==> config.mk <==
export PLATFORM = sky130hd
export DESIGN_NAME = countdown_ctrl
export DESIGN_NICKNAME = d
export VERILOG_FILES = /design/src/rtl/countdown_ctrl.sv
export SDC_FILE = /design/constraint.sdc
export NUM_CORES = 1
export LEC_CHECK = 0
export CORE_MARGIN = 2
export CORE_UTILIZATION = 36
export DETAILED_ROUTE_END_ITERATION = 16
export HOLD_SLACK_MARGIN = 0.12
export PLACE_DENSITY = 0.57
export SYNTH_ARGS = -nofsm -noshare
export SYNTH_HDL_FRONTEND = slang
export SYNTH_SLANG_ARGS = --single-unit
export TNS_END_PERCENT = 5
==> constraint.sdc <==
create_clock -name CLK -period 2.16 [get_ports CLK]
set_input_delay 0.324 -clock CLK [delete_from_list [all_inputs] [get_ports CLK]]
set_output_delay 0.324 -clock CLK [all_outputs]
set_load 0.02 [all_outputs]
==> src/rtl/countdown_ctrl.sv <==
// Countdown timer control FSM: MM:SS BCD value, preset keys, start/pause/stop, alarm at 00:00.
// Latency: 1 CLK cycle from a strobe sampled with CE=1 to the registered outputs.
// Backpressure: none; strobes sampled with CE=0 are dropped, never queued.
module countdown_ctrl #(
  parameter int MAX_MIN     = 99,
  parameter int ALARM_TICKS = 10
) (
  input  logic        CLK,
  input  logic        CLR,
  input  logic        CE,
  input  logic        TICK,
  input  logic        KEY_START,
  input  logic        KEY_STOP,
  input  logic        KEY_INC,
  input  logic        KEY_DEC,
  output logic [15:0] Q,
  output logic        RUN,
  output logic        ALARM,
  output logic        BLANK
);

  typedef enum logic [1:0] {
    ST_IDLE  = 2'd0,
    ST_RUN   = 2'd1,
    ST_PAUSE = 2'd2,
    ST_DONE  = 2'd3
  } state_t;

  // Minutes ceiling as two BCD digits; BCD compares like binary when digits are valid.
  localparam logic [7:0] MAX_MIN_BCD = {4'(MAX_MIN / 10), 4'(MAX_MIN % 10)};
  localparam logic [7:0] ALARM_LIM   = 8'(ALARM_TICKS);

  state_t      state_r;
  state_t      state_nxt;
  logic [15:0] q_r;
  logic [15:0] q_nxt;
  logic [15:0] preset_r;
  logic [15:0] preset_nxt;
  logic [7:0]  cnt_r;
  logic [7:0]  cnt_nxt;
  logic        blank_r;
  logic        blank_nxt;

  logic        key_stop;
  logic        key_start;
  logic        key_inc;
  logic        key_dec;
  logic        any_key;
  logic [15:0] q_inc;
  logic [15:0] q_dec;
  logic [7:0]  cnt_inc;
  logic        alarm_expire;

  // +1 s on the BCD value, saturating at MAX_MIN:59.
  function automatic logic [15:0] bcd_inc(input logic [15:0] v);
    logic [15:0] r;
    r = v;
    if (v[15:8] >= MAX_MIN_BCD && v[7:0] == 8'h59) begin
      r = v;
    end else if (v[3:0] != 4'd9) begin
      r[3:0] = v[3:0] + 4'd1;
    end else begin
      r[3:0] = 4'd0;
      if (v[7:4] != 4'd5) begin
        r[7:4] = v[7:4] + 4'd1;
      end else begin
        r[7:4] = 4'd0;
        if (v[11:8] != 4'd9) begin
          r[11:8] = v[11:8] + 4'd1;
        end else begin
          r[11:8]  = 4'd0;
          r[15:12] = v[15:12] + 4'd1;
        end
      end
    end
    return r;
  endfunction

  // -1 s on the BCD value, saturating at 00:00.
  function automatic logic [15:0] bcd_dec(input logic [15:0] v);
    logic [15:0] r;
    r = v;
    if (v == 16'h0000) begin
      r = v;
    end else if (v[3:0] != 4'd0) begin
      r[3:0] = v[3:0] - 4'd1;
    end else begin
      r[3:0] = 4'd9;
      if (v[7:4] != 4'd0) begin
        r[7:4] = v[7:4] - 4'd1;
      end else begin
        r[7:4] = 4'd5;
        if (v[11:8] != 4'd0) begin
          r[11:8] = v[11:8] - 4'd1;
        end else begin
          r[11:8]  = 4'd9;
          r[15:12] = v[15:12] - 4'd1;
        end
      end
    end
    return r;
  endfunction

  // Key priority decode: STOP > START > INC > DEC, only one key acts per cycle.
  always_comb begin
    key_stop     = KEY_STOP;
    key_start    = KEY_START & ~KEY_STOP;
    key_inc      = KEY_INC & ~KEY_START & ~KEY_STOP;
    key_dec      = KEY_DEC & ~KEY_INC & ~KEY_START & ~KEY_STOP;
    any_key      = KEY_STOP | KEY_START | KEY_INC | KEY_DEC;
    q_inc        = bcd_inc(q_r);
    q_dec        = bcd_dec(q_r);
    cnt_inc      = cnt_r + 8'd1;
    alarm_expire = TICK && (cnt_inc == ALARM_LIM);
  end

  // State register; CLR wins over CE.
  always_ff @(posedge CLK) begin
    if (CLR) begin
      state_r <= ST_IDLE;
    end else if (CE) begin
      state_r <= state_nxt;
    end
  end

  // Datapath registers: time value, preset, alarm counter and blink phase.
  always_ff @(posedge CLK) begin
    if (CLR) begin
      q_r      <= 16'h0000;
      preset_r <= 16'h0000;
      cnt_r    <= 8'd0;
      blank_r  <= 1'b0;
    end else if (CE) begin
      q_r      <= q_nxt;
      preset_r <= preset_nxt;
      cnt_r    <= cnt_nxt;
      blank_r  <= blank_nxt;
    end
  end

  // Next-state logic. In RUN, INC/DEC are ignored and do not block a TICK.
  always_comb begin
    state_nxt = state_r;
    case (state_r)
      ST_IDLE: begin
        if (key_start && q_r != 16'h0000) state_nxt = ST_RUN;
      end
      ST_RUN: begin
        if (key_stop)                            state_nxt = ST_IDLE;
        else if (key_start)                      state_nxt = ST_PAUSE;
        else if (TICK && q_dec == 16'h0000)      state_nxt = ST_DONE;
      end
      ST_PAUSE: begin
        if (key_stop)       state_nxt = ST_IDLE;
        else if (key_start) state_nxt = ST_RUN;
      end
      ST_DONE: begin
        if (any_key || alarm_expire) state_nxt = ST_IDLE;
      end
      default: state_nxt = ST_IDLE;
    endcase
  end

  // Output/datapath logic: next value of Q, preset, alarm counter and BLANK.
  always_comb begin
    q_nxt      = q_r;
    preset_nxt = preset_r;
    cnt_nxt    = cnt_r;
    blank_nxt  = blank_r;
    case (state_r)
      ST_IDLE: begin
        blank_nxt = 1'b0;
        if (key_stop) begin
          q_nxt = 16'h0000;
        end else if (key_start) begin
          if (q_r != 16'h0000) preset_nxt = q_r;
        end else if (key_inc) begin
          q_nxt = q_inc;
        end else if (key_dec) begin
          q_nxt = q_dec;
        end
      end
      ST_RUN: begin
        if (key_stop) begin
          q_nxt = preset_r;
        end else if (key_start) begin
          q_nxt = q_r;
        end else if (TICK) begin
          q_nxt = q_dec;
          if (q_dec == 16'h0000) begin
            cnt_nxt   = 8'd0;
            blank_nxt = 1'b0;
          end
        end
      end
      ST_PAUSE: begin
        if (key_stop) q_nxt = preset_r;
      end
      ST_DONE: begin
        // A key only dismisses the alarm; its own function is not applied.
        if (any_key || alarm_expire) begin
          q_nxt     = preset_r;
          cnt_nxt   = 8'd0;
          blank_nxt = 1'b0;
        end else if (TICK) begin
          cnt_nxt   = cnt_inc;
          blank_nxt = ~blank_r;
        end
      end
      default: begin
        blank_nxt = 1'b0;
        cnt_nxt   = 8'd0;
      end
    endcase
  end

  assign Q     = q_r;
  assign RUN   = (state_r == ST_RUN);
  assign ALARM = (state_r == ST_DONE);
  assign BLANK = blank_r;

endmodule

==> flow_summary.yaml <==
detailed_routing:
  routedWlPerCell_um: 17.4
  ant_nets: 0
  first_pass_iters: 5
  drc: 0
  vias_per_cell: 5.80
  routed-via-count: 3760
  drt-initial-drc-count: 282
  wl_um: 11200
cts:
  cts_max_level: 2
  cts.hold.buffers_added: 0
  numCtsBuffers: 5
  cts_tree: "built"
  clkLatencyLatePin_ps: 310
  cts.sinks: 43
  cts.clk_slew.worst_paths_ps: 100
  ctsRootBufferMaster: "clkbuf_8"
  clockBufferDepth: 2
layout:
  drive_above_1_share_pct: 32.0
  final_cells: 648
  final-seq-area_um2: 871
  final_util_pct: 53.0
  multi_input_area_mm2: 0.00231
  antenna_cells: 0
  nFillCells: 870
  stdcell_area_mm2: 0.00467
  fin_nets: 553
  area_growth_pct: 42.0
yosys:
  syn_inst: 423
  syn_area_mm2: 0.00329
  synth.distinct_cells: 79
  yosys.area.top_type: "dfxtp_1"
  synth_edf_count: 0
  netlist_top_cells_area: "dfxtp_1 26%, nor2_1 5.8%, mux2i_1 4.6%"
  async_flop_share_pct: 0
  syn_avg_cell_area_um2: 7.77
  yosys_warnings: 0
  ys_ff_latch: 43
  synth_nets: 437
  synth_seq_area_share_pct: 26.2
  yosysTopAreaCellShare_pct: 26.2
  synthFlopType: "dfxtp_1"
setup_path:
  critical_path.top_delay_family: "compound AO/OA/AOI/OAI gates"
  crit_buf_inv: 1
  worstPathMaxFanout: 10
  path_cells: "o311a_1 -> o311a_1 -> o31ai_2 -> and3_1 -> and3_4 -> buf_12 -> a21oi_1 -> a311oi_1"
  cpPeakStageDelay_ps: 370
  start_kind: "register"
  cp-end-kind: "register"
  critical_path_class: "reg -> reg"
  cp.arrival_ps: 2510
  crit_path_top_delay_cell: "o311a_1"
  crit_required_ps: 2360
  crit_top_cell: "o311a_1"
global_route:
  grt_max_degree: 20
  grt_pass1_wl_um: 18200
  antenna_found_initial: 0
  grt_pass1_vias: 3500
  grt_use_total_pct: 22.8
  grt_overflow: 0
floorplanning:
  die_x_um: 99.5
  die_area_mm2: 0.00991
  start_util_pct: 37.3
  die_h_um: 99.5
  row_count: 34
  coreArea_mm2: 0.00881
  io_pins: 27
run_status:
  status: "finished, violations left"
  violations: "setup timing"
pwr:
  power.total_w: 0.00252
  p_leak_nw: 1.86
  ir_drop_v: 0.000339
  p_per_area_mw_per_mm2: 540
placement:
  dp.cells: 635
  gp_congestion: 0.952
  dp_slack_ps: -241
  numPortBuffers: 26
  postPlaceCellArea_mm2: 0.00439
  dp_hpwl_um: 8300
sta:
  period_share_pct: 107
  fin_crit_ps: 2310
  worst_slew_pin_slew_ps: 613
  drv_slew: 0
  hold_viol: 0
  rsz0062_at_grt: "true"
  max_freq_mhz: 432
  slew_headroom_pct: 58.7
  setup_ws_ps: -154
  clock_skew_ps: 10.8
  setup_viol: 18
job:
  cap_violations: 0
min_path:
  min_path_type: "reg -> reg"
==> layout make-up <==
class | count | share of cell area (%)
repair buffers | 144 | 25.4
clock buffers | 6 | 1.77
inverters | 13 | 1.05
flip-flops and latches | 43 | 18.7
well taps | 108 | 2.90
clock inverters | 2 | 0.751
multi-input cells | 332 | 49.5
==> final timing paths <==
| path | start | slack [ps] | end | depth (start not counted) |
|---|---|---|---|---|
| worst max-delay path | Q[8] | -150 | Q[13] | 8 |
| worst min-delay path | BLANK | 470 | BLANK | 1 |
| worst max register to register | Q[8] | -150 | Q[13] | 8 |
| worst min register to register | BLANK | 470 | BLANK | 1 |
==> cell families (layout without fill, tap and decap cells) <==
logic type	after synthesis	count (layout)	synth area share, %
multiplexers	16	16	4.99
AO/OA/AOI/OAI	130	130	28.4
flip-flops	43	43	26.2
buffers and inverters	48	165	6.85
adder cells (fa/ha/maj)	6	6	2.28
XOR/XNOR	7	7	1.87
AND/OR/NAND/NOR	173	173	29.4
==> Yosys cell counts, types with 9 or more instances <==
library cell	instances
inv_1	13
a21oi_1	28
o21ai_0	21
clkbuf_1	21
mux2i_1	15
nand3_1	17
nor2_1	51
buf_2	9
dfxtp_1	43
nand2_1	37
==> sequential cells by signal, indices dropped and copies added, names as in the netlist <==
signal and count:
Q 16, preset_r 16, cnt_r 8, state_r 2, BLANK 1
==> routing by layer <==
| metal | global-route usage [%] | vias up | share of wire [%] |
|---|---|---|---|
| li1 | - | 1832 | - |
| met1 | 32.8 | 1771 | 47 |
| met2 | 35.7 | 145 | 46 |
| met3 | 3.16 | 12 | 5.8 |
| met4 | 5.90 | 0 | 1.2 |
| met5 | 0 | - | 0 |
==> cell usage in the layout (no fill, tap or decap), drive strengths merged, types with 4 or more instances in the layout <==
cell / netlist / final
mux2i: 16 / 16
and3: 5 / 5
xnor2: 7 / 7
a311oi: 5 / 5
inv: 13 / 13
o31ai: 10 / 10
nand4: 9 / 9
a31o: 4 / 4
buf: 14 / 118
clkdlybuf4s50: 0 / 26
a211oi: 8 / 8
nor2: 53 / 53
or2: 6 / 6
dfxtp: 43 / 43
nor4: 7 / 7
o2bb2ai: 6 / 6
ha: 6 / 6
clkbuf: 21 / 6
a21oi: 29 / 29
nand2: 37 / 37
o21ai: 26 / 26
nand2b: 5 / 5
or3: 4 / 4
nor3: 10 / 10
o41ai: 5 / 5
nand3: 18 / 18
==> where the power goes <==
part / internal (W) / switching (W) / total, W
logic: 0.000471 / 0.000509 / 0.000980
registers: 0.000821 / 0.0000287 / 0.000849
clock network: 0.000375 / 0.000317 / 0.000693
==> stage by stage <==
| step | hold WS (ps) | setup TNS (ps) |
|---|---|---|
| after global routing | 494 | -4000 |
| after detailed placement | 446 | -4320 |
| after floorplan | 454 | -641 |
| final | 468 | -1750 |
| after CTS | 471 | -748 |
| after global placement | 436 | -3350 |
==> what timing repair did <==
action	in CTS	in global routing
setup endpoints to repair	24	42
pin swaps	6	15
setup buffers	3	2
hold endpoints to repair	0	0
gates cloned	0	0
resized for setup	14	15
(Power assumes the default switching activity.)
